## config.mk

```make
export PLATFORM = sky130hd
export DESIGN_NAME = mips_run_controller
export DESIGN_NICKNAME = d
export VERILOG_FILES = /design/src/rtl/mips_run_controller.sv
export SDC_FILE = /design/constraint.sdc
export NUM_CORES = 1
export LEC_CHECK = 0
export ABC_AREA = 0
export CAP_MARGIN = 20
export CORE_MARGIN = 10
export CORE_UTILIZATION = 57
export CTS_CLUSTER_DIAMETER = 80
export CTS_CLUSTER_SIZE = 20
export DETAILED_ROUTE_END_ITERATION = 7
export PLACE_DENSITY = 0.84
export SLEW_MARGIN = 10
export SYNTH_ARGS = -nofsm -noshare
export SYNTH_HDL_FRONTEND = slang
export SYNTH_SLANG_ARGS = --single-unit
```

## constraint.sdc

```tcl
create_clock -name clk -period 7.3 [get_ports clk]
set_input_delay 1.46 -clock clk [delete_from_list [all_inputs] [get_ports clk]]
set_output_delay 1.46 -clock clk [all_outputs]
set_load 0.05 [all_outputs]
```

## src/rtl/mips_run_controller.sv

```systemverilog
// Run sequencer for the MIPS pipeline core: drives core reset and forwarding enable,
// counts RUN cycles until halt or budget, optionally sweeping forwarding off then on.
module mips_run_controller #(
    parameter int RST_CYCLES = 1,
    parameter int MAX_CYCLES = 49,
    parameter int CNT_W      = 16
) (
    input  logic                    clk,
    input  logic                    rst,
    input  logic                    start,
    input  logic                    mode_sweep,
    input  logic                    fwd_sel,
    input  logic                    halt_in,
    output logic                    core_rst,
    output logic                    forwarding_EN,
    output logic                    running,
    output logic                    done,
    output logic                    timeout,
    output logic                    run_idx,
    output logic [CNT_W-1:0]        cycles_fwd_off,
    output logic [CNT_W-1:0]        cycles_fwd_on,
    output logic signed [CNT_W:0]   fwd_gain
);

    localparam logic [1:0] IDLE  = 2'd0;
    localparam logic [1:0] RESET = 2'd1;
    localparam logic [1:0] RUN   = 2'd2;
    localparam logic [1:0] DONE  = 2'd3;

    localparam int RW = (RST_CYCLES > 1) ? $clog2(RST_CYCLES) : 1;

    logic [1:0]       state;
    logic [RW-1:0]    rst_cnt;
    logic [CNT_W-1:0] cnt;
    logic             sweep;
    logic             run_end;

    // Halt and budget limit share one exit; the recorded value is cnt either way
    // because the budget exit only fires when cnt already equals MAX_CYCLES.
    assign run_end = (state == RUN) && (halt_in || (cnt == CNT_W'(MAX_CYCLES)));

    always_ff @(posedge clk or posedge rst) begin
        if (rst) begin
            state          <= IDLE;
            rst_cnt        <= '0;
            cnt            <= '0;
            sweep          <= 1'b0;
            forwarding_EN  <= 1'b1;
            done           <= 1'b0;
            timeout        <= 1'b0;
            run_idx        <= 1'b0;
            cycles_fwd_off <= '0;
            cycles_fwd_on  <= '0;
        end else begin
            case (state)
                IDLE, DONE: begin
                    if (start) begin
                        state          <= RESET;
                        rst_cnt        <= '0;
                        cnt            <= '0;
                        sweep          <= mode_sweep;
                        forwarding_EN  <= mode_sweep ? 1'b0 : fwd_sel;
                        done           <= 1'b0;
                        timeout        <= 1'b0;
                        run_idx        <= 1'b0;
                        cycles_fwd_off <= '0;
                        cycles_fwd_on  <= '0;
                    end
                end
                RESET: begin
                    if (rst_cnt == RW'(RST_CYCLES - 1)) begin
                        state <= RUN;
                        cnt   <= CNT_W'(1);
                    end else begin
                        rst_cnt <= rst_cnt + 1'b1;
                    end
                end
                RUN: begin
                    if (run_end) begin
                        if (forwarding_EN) cycles_fwd_on  <= cnt;
                        else               cycles_fwd_off <= cnt;
                        if (!halt_in) timeout <= 1'b1;
                        // First run of a sweep: re-reset the core with forwarding on
                        if (sweep && !run_idx) begin
                            run_idx       <= 1'b1;
                            forwarding_EN <= 1'b1;
                            rst_cnt       <= '0;
                            state         <= RESET;
                        end else begin
                            done  <= 1'b1;
                            state <= DONE;
                        end
                    end else begin
                        cnt <= cnt + 1'b1;
                    end
                end
                default: state <= IDLE;
            endcase
        end
    end

    assign core_rst = (state != RUN);
    assign running  = (state == RUN);
    assign fwd_gain = $signed({1'b0, cycles_fwd_off}) - $signed({1'b0, cycles_fwd_on});

endmodule

```

==> summary.txt <==
Min path
  • Hold Crit Class: flip-flop to flip-flop

Setup path
  • Termination of the worst setup path: fwd_gain[15]
  • Setup crit start kind: flip-flop
  • Crit Path Max Fanout: 7
  • R2r worst-path depth: 7
  • Worst path cell trace: inv_1, ha_1, a2111o_1, o21ai_0, o21ai_0, a311oi_1, clkdlybuf4s50_1
  • Crit. End Element: primary output
  • Max stage delay on crit path: 0.84 ns
  • Data required time of the worst path: 5.84 ns
  • Reg2reg start: state[0]$_DFFE_PP0P_
  • Most frequent CP cell: o21ai_0
  • Crit. Startpoint: cycles_fwd_on[6]$_DFFE_PP0P_
  • WS Path Type: flip-flop to primary output
  • Reg2reg setup slack: 4.28 ns
  • Reg2reg end: cycles_fwd_on[5]$_DFFE_PP0P_
  • Arr. time, crit path: 3.31 ns
  • CP max stage cell: clkdlybuf4s50_1

STA
  • Actual slew at the worst max-slew pin: 1.07 ns
  • Final min period: 4.77 ns
  • Setup Skew: 0.00912 ns
  • Hold Fails Final Rpt: 0
  • RSZ-0062 raised after global routing: no
  • Final WS setup: 2.53 ns
  • Final Setup Violations: 0
  • Final Max Tran Viols: 0
  • Period utilization: 65.3%
  • Setup TNS: 0 ns
  • Fmax: 210 MHz
  • Max_slew headroom: 28.3%

Final layout
  • Commonest non-fill, non-tap cell in the layout: clkdlybuf4s50_1
  • Fillers: 508
  • Most frequent cells in the layout: clkdlybuf4s50_1 (60), dfrtp_1 (54), nand2_1 (50)
  • Nets: 494
  • Layout overhead on the synthesized area: 19.7%
  • Antenna diodes: 0
  • Share of cells above drive strength 1: 5.78%

Drt
  • DRC errors left: 0
  • Routed vias: 3627
  • Vias/cell: 6.67
  • Drt initial violations: 427
  • Final wirelength: 10.7 mm
  • Routed len/inst: 19.7 um
  • Final ANT Viol Nets: 0
  • DR pass1 iterations: 5

Power
  • Gate power share: 49.1%
  • Clk pwr share: 19.5%
  • Static Leak: 0.00199 uW
  • Int Pwr: 632 uW
  • PwrDens: 270 mW/mm^2
  • P_sw: 582 uW
  • Sequential Power Share: 31.3%
  • Sw Ratio: 47.9%
  • Worst ir drop on vdd: 0.245 mV

Die
  • Initial core utilization: 58.7%
  • Core area: 0.00639 mm^2
  • # rows: 29
  • Die height: 101 um
  • Die area: 0.0102 mm^2
  • Die width: 101 um
  • Io pins: 61

Global route
  • Largest net degree at the start of global routing: 56
  • Initial antenna violation count: 0
  • Via count of the first global-routing pass: 3361
  • Global Route Usage Sum: 20.6%
  • Global-route wire length before repair: 17.5 mm
  • Remaining Overflow, GRT: 0

Placement
  • Dpl hpwl: 7.65 mm
  • Port buffer count: 60
  • Pre-CTS WS: 2.93 ns
  • GP Congestion: 0.921

Logic synthesis
  • Synthesized area: 0.00375 mm^2
  • Average size of a mapped cell: 8.90 um^2
  • Ys Warns: 0
  • Share of the yosys chip area belonging to registers: 36.7%
  • Commonest register cell after synthesis: dfrtp_1
  • Synth cell types: 66
  • #FFs+latches synth: 55
  • Asr flop ratio synth: 100%
  • EDFF count, synth: 0
  • Post-Syn Nets: 449
  • Gate Count Post-Synth: 421

Run
  • Max Cap Violations: 0

CTS
  • H-tree lvl count: 2
  • CTS clk-pin slew, worst paths: 0.10 ns
  • CTS tree: yes
  • Root Driver: clkbuf_8
  • Post_cts resized: 0
  • Worst skew pair latency: 0.32 ns
  • Setup bufs post-CTS: 0
  • Clk buf depth: 2
  • Clk sinks: 55
  • Cts bufs inserted: 5
  • Hold buffer count at CTS: 0

Outcome
  • Status: finished clean
registers in the layout, summed over array words and instances, names as in the netlist:
signal          flops
cnt                16
cycles_fwd_on      16
done                1
timeout             1
state               2
sweep               1
run_idx             1
forwarding_EN       1
cycles_fwd_off     16
cell type report:
| class | instances | area [um^2] | area share, % |
|---|---|---|---|
| well taps | 77 | 96.3 | 2.15 |
| flip-flops and latches | 55 | 1380 | 30.7 |
| repair buffers | 63 | 623 | 13.9 |
| clock buffers | 6 | 72.6 | 1.62 |
| inverters | 26 | 97.6 | 2.18 |
| multi-input cells | 315 | 2160 | 48.1 |
| clock inverters | 2 | 60.1 | 1.34 |
critical path: cells and delay by family (launching register included):
family / cells / cell delay [ns]
buf+inv: 2 / 0.91
fa+ha+maj: 1 / 0.37
flops: 1 / 0.38
compound gates: 4 / 1.33
power groups by stage:
stage / combinational (uW) / sequential [uW] / clock (uW)
6_report: 596 / 380 / 237
5_1_grt: 640 / 386 / 249
4_1_cts: 595 / 378 / 238
3_5_place_dp: 593 / 384 / 0
3_3_place_gp: 586 / 382 / 0
2_1_floorplan: 396 / 404 / 0
how the worst min path moves through the flow:
stage / start / end / slack (ns) / depth (start not counted)
2_1_floorplan: sweep$_DFFE_PP0P_ / sweep$_DFFE_PP0P_ / 0.50 / 1
3_3_place_gp: timeout$_DFFE_PP0P_ / timeout$_DFFE_PP0P_ / 0.47 / 2
3_5_place_dp: timeout$_DFFE_PP0P_ / timeout$_DFFE_PP0P_ / 0.48 / 2
4_1_cts: timeout$_DFFE_PP0P_ / timeout$_DFFE_PP0P_ / 0.50 / 2
5_1_grt: cycles_fwd_on[5]$_DFFE_PP0P_ / cycles_fwd_on[5]$_DFFE_PP0P_ / 0.55 / 1
6_report: done$_DFFE_PP0P_ / done$_DFFE_PP0P_ / 0.50 / 2
routing by layer:
| metal | wire, um | GRT usage (%) | vias up |
|---|---|---|---|
| met5 | 0 | 0 | - |
| met4 | 111 | 5.25 | 0 |
| met3 | 916 | 3.70 | 12 |
| met2 | 5280 | 33.8 | 190 |
| met1 | 4410 | 27.2 | 1760 |
| li1 | - | - | 1665 |
Yosys cell counts, drive strengths merged (4+ instances only):
cell type	number	share of area (%)
xor2	6	1.4
a22o	13	3.0
o32ai	6	1.4
inv	26	2.6
o211ai	6	1.2
nand2b	7	1.2
a21oi	20	2.7
and3	7	1.2
nor3	7	0.93
buf	10	1.7
o41ai	4	1.3
ha	21	7.0
clkbuf	15	1.5
nand3	27	3.6
nor2b	5	0.83
o221ai	9	2.1
a21o	15	3.0
dfrtp	54	36
xnor2	4	0.93
o31ai	5	1.0
nor2	17	1.7
nand2	51	5.2
nor4	5	1.4
o21ai	23	3.2
nand4	8	1.3
o311ai	5	1.2
kinds of logic (layout without fill, tap and decap cells):
family | Yosys count | count (layout) | synth area share (%)
AND/OR/NAND/NOR | 153 | 153 | 21.5
AO/OA/AOI/OAI | 128 | 128 | 25.5
flip-flops | 55 | 55 | 36.7
buffers and inverters | 51 | 97 | 5.77
adder cells (fa/ha/maj) | 22 | 22 | 7.54
XOR/XNOR | 10 | 10 | 2.34
multiplexers | 2 | 2 | 0.567
per-stage QoR:
step	util [%]	cell area, um^2	std cells	power, uW	hold slack (ns)
finish	70.3	4490	544	1210	0.499
global route	70.3	4490	544	1280	0.551
CTS	70.3	4490	544	1210	0.505
detailed placement	68.2	4350	536	978	0.477
global placement	68.2	4350	536	968	0.472
floorplan	-	3750	421	799	0.503
(Power assumes the default switching activity.)
